===== config.mk =====
export PLATFORM = sky130hd
export DESIGN_NAME = fifo_write_arbiter
export DESIGN_NICKNAME = d
export VERILOG_FILES = /design/src/rtl/fifo_write_arbiter.sv
export SDC_FILE = /design/constraint.sdc
export NUM_CORES = 1
export LEC_CHECK = 0
export BUFFER_PORTS_ARGS = -buffer_cell sky130_fd_sc_hd__buf_2
export CAP_MARGIN = 20
export CELL_PAD_IN_SITES_DETAIL_PLACEMENT = 0
export CELL_PAD_IN_SITES_GLOBAL_PLACEMENT = 1
export CORE_AREA = 2 2 133 135
export DETAILED_ROUTE_END_ITERATION = 10
export DIE_AREA = 0 0 135 137
export HOLD_SLACK_MARGIN = 0.12
export PLACE_DENSITY = 0.81
export SYNTH_ARGS = -nofsm -noshare
export SYNTH_HDL_FRONTEND = slang
export SYNTH_SLANG_ARGS = --single-unit

===== constraint.sdc =====
create_clock -name clk -period 2.1 [get_ports clk]
set_input_delay 0.105 -clock clk [delete_from_list [all_inputs] [get_ports clk]]
set_output_delay 0.105 -clock clk [all_outputs]
set_load 0.05 [all_outputs]

===== src/rtl/fifo_write_arbiter.sv =====
// Round-robin burst arbiter for one FIFO write port; grant appears 1 cycle after request, datapath is combinational.
// A grant owns the port until last or MAX_BURST beats; backpressure only via fifo_write_ready, almost_full blocks new grants.
module fifo_write_arbiter #(
    parameter int NUM_REQ    = 4,
    parameter int DATA_WIDTH = 64,
    parameter int MAX_BURST  = 16,
    parameter int REQ_ID_W   = $clog2(NUM_REQ)
) (
    input  logic                          clk,
    input  logic                          reset,
    input  logic [NUM_REQ-1:0]            req_valid,
    input  logic [NUM_REQ-1:0]            req_last,
    input  logic [NUM_REQ*DATA_WIDTH-1:0] req_data,
    output logic [NUM_REQ-1:0]            req_ready,
    output logic                          fifo_write_req,
    output logic [DATA_WIDTH-1:0]         fifo_write_data,
    input  logic                          fifo_write_ready,
    input  logic                          fifo_almost_full,
    output logic                          grant_valid,
    output logic [REQ_ID_W-1:0]           grant_id
);
    localparam int CNT_W = $clog2(MAX_BURST + 1);

    typedef enum logic {S_IDLE, S_BURST} state_t;

    state_t                state_q, state_d;
    logic [REQ_ID_W-1:0]   rr_ptr_q, rr_ptr_d;
    logic [REQ_ID_W-1:0]   grant_id_q, grant_id_d;
    logic [CNT_W-1:0]      beat_cnt_q, beat_cnt_d;
    logic [REQ_ID_W-1:0]   winner;
    logic [REQ_ID_W-1:0]   grant_inc;
    logic                  sel_valid;
    logic                  sel_last;
    logic [DATA_WIDTH-1:0] sel_data;
    logic                  xfer;
    logic                  burst_end;

    always_comb begin
        sel_valid = 1'b0;
        sel_last  = 1'b0;
        sel_data  = '0;
        for (int k = 0; k < NUM_REQ; k++) begin
            if (grant_id_q == REQ_ID_W'(k)) begin
                sel_valid = req_valid[k];
                sel_last  = req_last[k];
                sel_data  = req_data[k*DATA_WIDTH +: DATA_WIDTH];
            end
        end
    end

    // Scan offsets from farthest to nearest so the closest valid index after rr_ptr wins.
    always_comb begin
        int                  idx;
        logic [REQ_ID_W-1:0] cand;
        idx    = 0;
        cand   = '0;
        winner = rr_ptr_q;
        for (int i = NUM_REQ - 1; i >= 0; i--) begin
            idx = int'(rr_ptr_q) + i;
            if (idx >= NUM_REQ) begin
                idx = idx - NUM_REQ;
            end
            cand = REQ_ID_W'(idx);
            if (req_valid[cand]) begin
                winner = cand;
            end
        end
    end

    assign grant_inc = (grant_id_q == REQ_ID_W'(NUM_REQ - 1)) ? '0 : grant_id_q + 1'b1;
    assign xfer      = (state_q == S_BURST) && sel_valid && fifo_write_ready;
    assign burst_end = xfer && (sel_last || (beat_cnt_q == CNT_W'(MAX_BURST - 1)));

    always_ff @(posedge clk) begin
        if (reset) begin
            state_q    <= S_IDLE;
            rr_ptr_q   <= '0;
            grant_id_q <= '0;
            beat_cnt_q <= '0;
        end else begin
            state_q    <= state_d;
            rr_ptr_q   <= rr_ptr_d;
            grant_id_q <= grant_id_d;
            beat_cnt_q <= beat_cnt_d;
        end
    end

    always_comb begin
        state_d    = state_q;
        rr_ptr_d   = rr_ptr_q;
        grant_id_d = grant_id_q;
        beat_cnt_d = beat_cnt_q;
        case (state_q)
            S_IDLE: begin
                if ((|req_valid) && !fifo_almost_full) begin
                    state_d    = S_BURST;
                    grant_id_d = winner;
                    beat_cnt_d = '0;
                end
            end
            S_BURST: begin
                if (burst_end) begin
                    state_d    = S_IDLE;
                    rr_ptr_d   = grant_inc;
                    beat_cnt_d = '0;
                end else if (xfer) begin
                    beat_cnt_d = beat_cnt_q + 1'b1;
                end
            end
            default: state_d = S_IDLE;
        endcase
    end

    // Strobes are masked during reset so an abandoned burst cannot sneak in one more beat.
    always_comb begin
        req_ready       = '0;
        fifo_write_req  = 1'b0;
        fifo_write_data = sel_data;
        if ((state_q == S_BURST) && !reset) begin
            for (int k = 0; k < NUM_REQ; k++) begin
                req_ready[k] = (grant_id_q == REQ_ID_W'(k)) && fifo_write_ready;
            end
            fifo_write_req = sel_valid && fifo_write_ready;
        end
    end

    assign grant_valid = (state_q == S_BURST);
    assign grant_id    = grant_id_q;

endmodule


==> results.ini <==
[timing]
rsz0062_at_grt = true
maxSlewHeadroom = 0.671
finalSetupViolCount = 0
finalCritPeriodShare = 0.997
skew_ns = 0.00194
setup_ws_ns = 0.00574
fin_tns_setup_ns = 0
drv_slew = 0
fin_hold_ws_ns = 0.190
hold_viol = 0
fmax_ghz = 0.477
post-route-min-period_ns = 2.09
worst_pin_slew_ns = 0.493

[layout]
antenna-diode-count = 0
stdcell_area_um2 = 5900
drive_above_1_share = 0.538
post-route-util = 0.346
nNetsFinal = 1108
syn2layout_area_growth_pct = 107
final-instance-count-excl-fill = 1058

[min_path]
hold_depth = 3
min_to = grant_id[0]
hold_path.class = in2reg
min_from = fifo_almost_full

[detailed_routing]
vias_per_cell = 4.53
drt-total-wl_mm = 14.9
drt_iter0_drc = 208
firstDrtPassIters = 4
routedWlPerCell_um = 14.1
vias = 4792
final_antenna_net_count = 0
drc = 0

[synth]
ys.flop_type = dfxtp_1
synth_top_family_by_area = simple AND/OR/NAND/NOR gates
synth.avg_cell_area_um2 = 5.42
synth_seq_area_share = 0.0703
synth_area_leaders = a21oi_1 (24%), nand2_1 (18%), nand3b_1 (17%), o21ai_0 (12%), dfxtp_1 (7.0%)
synth_compound_area_frac = 0.388
netlist.area_leader.share = 0.237
syn_inst = 525
yosysMostFrequentCell = a21oi_1
synth_edf_count = 0
ys_ff_latch = 10
synth_area_um2 = 2850
ys.warnings.count = 0
syn_nets = 799
netlist_top_cells_count = a21oi_1 (135), nand2_1 (133), o21ai_0 (67)
synth_xor_area_frac = 0
synth.area.mux_share = 0
synth-adder-area-share = 0.0264
yosysTopAreaCell = a21oi_1
synth.distinct_cells = 35
ys_async_sr_fraction = 0
yosys.area_share.simple = 0.435

[global_routing]
grt_first_pass_wirelength_mm = 21.7
grt_max_degree = 70
grt_pass1_vias = 4299
overflow = 0
antenna_found_initial = 0
grt_usage = 0.142

[power_and_ir_drop]
pwr_density_cell_nw_per_um2 = 506
p_comb_frac = 0.803
p_sw_frac = 0.538
seqPwrFrac = 0.069
ir_worst_vdd_mv = 0.259
clkPwrFrac = 0.129
power.total_mw = 2.99
p_int_mw = 1.38
p_sw_mw = 1.61
p_leak_nw = 2.56

[critical_path]
reg2reg_depth = 8
r2r_slack_ns = 0.07
cp_slowest_stage_delay_ns = 0.35
r2r-start = grant_id[0]
cp.arrival_ns = 1.99
worstSetupPathType = reg2out
cp_max_fo = 65
critPathRequiredTime_ns = 2.00
slowest_stage = dfxtp_2
r2r_end = beat_cnt_q[2]
endpoint_kind = primary output
path_cells = buf_4 -> ha_4 -> buf_16 -> nand2_1 -> o21ai_4 -> clkbuf_4
crit_path_start_kind = register

[clock_network]
clock_sinks = 10
clkLatencyLatePin_ns = 0.24
clockBufferDepth = 2
numCtsBuffers = 3
clk_pin_slew_ns = 0.04
cts_tree = built
clock_tree.root_cell = clkbuf_16
cts-htree-levels = 1
cts_hold_buf = 0

[floorplan]
initial_utilization = 0.167
io_pins = 340
num_rows = 48
dieHeight_um = 137
die_w_um = 135
dieArea_um2 = 18500
fp.coreArea_um2 = 17100

[job]
maxCapViolCount = 0

[placement]
placed_cell_area_um2 = 5550
place_ws_ns = 0.0885
dp_hpwl_mm = 12.0
place.gp.congestion = 0.817
dpl.cell_count = 1054
io_buffers = 339

[run_status]
status = finished, final reports clean

cells in the final DEF (no fill, tap or decap), drive strengths merged:
cell type / count
ha: 6
and3: 1
nand2b: 4
a31oi: 1
a21oi: 135
inv: 5
a22o: 1
nand3b: 65
and2: 5
o21ai: 69
nor2: 7
nor3: 4
nand4: 1
a32o: 1
and4b: 1
nor2b: 1
buf: 328
a211o: 1
nand3: 7
a211oi: 3
a221oi: 2
clkinv: 1
and3b: 2
or4: 2
clkbuf: 32
dfxtp: 10
nor4: 2
or3: 3
nand2: 133
worst max-delay path, delay by kind of cell, from the launching register on:
| kind | cells | cell delay [ns] |
|---|---|---|
| AOI/OAI and AO/OA | 1 | 0.09 |
| and+or+nand+nor | 1 | 0.20 |
| adders and majority gates | 1 | 0.26 |
| DFF | 1 | 0.35 |
| buffers and inverters | 3 | 0.73 |
layout make-up:
class / instances / area [um^2]
Inverter: 6 / 22.5
Sequential cell: 10 / 203
Timing Repair Buffer: 356 / 2130
Clock buffer: 4 / 88.8
Multi-Input combinational cell: 457 / 3170
Tap cell: 225 / 282
Fill cell: 1879 / 11200
power groups by stage:
stage / clock network (mW) / registers, mW / logic [mW]
6_report: 0.385 / 0.205 / 2.40
5_1_grt: 0.402 / 0.206 / 2.55
4_1_cts: 0.390 / 0.205 / 2.31
3_5_place_dp: 0 / 0.208 / 2.25
3_3_place_gp: 0 / 0.208 / 2.24
2_1_floorplan: 0 / 0.223 / 1.59
flip-flops by register name, indices dropped and copies added, names as in the netlist:
| register | flops |
|---|---|
| beat_cnt_q | 5 |
| grant_id | 2 |
| rr_ptr_q | 2 |
| grant_valid | 1 |
timing repair:
item | in CTS | in global routing
pin swaps | 1 | 1
endpoints found under the setup margin | 37 | 68
resized for setup | 28 | 64
setup buffers | 0 | 0
worst max-delay path by stage:
stage | from | end | slack [ns] | cells after the start
global route | grant_id[0] | fifo_write_req | -0.10 | 9
floorplan | grant_id[0] | fifo_write_data[23] | -0.07 | 7
finish | grant_id[0] | fifo_write_data[44] | 0.006 | 6
CTS | grant_id[0] | fifo_write_data[28] | -0.02 | 6
detailed placement | grant_id[0] | fifo_write_data[6] | 0.09 | 8
global placement | grant_id[0] | fifo_write_data[6] | 0.12 | 8
logic make-up (layout without fill, tap and decap cells):
kind of cell	Yosys count	in the layout
buf+inv	58	366
compound gates	213	213
fa+ha+maj	6	6
simple gates	238	238
flops	10	10
layer usage:
metal	GRT usage	up-vias	routed length, um
met2	0.260	191	7610
met4	0.0231	0	121
met3	0.0207	11	1150
li1	-	2472	-
met5	0	-	0
met1	0.179	2118	6020
Power figures use the tool's default switching activity.
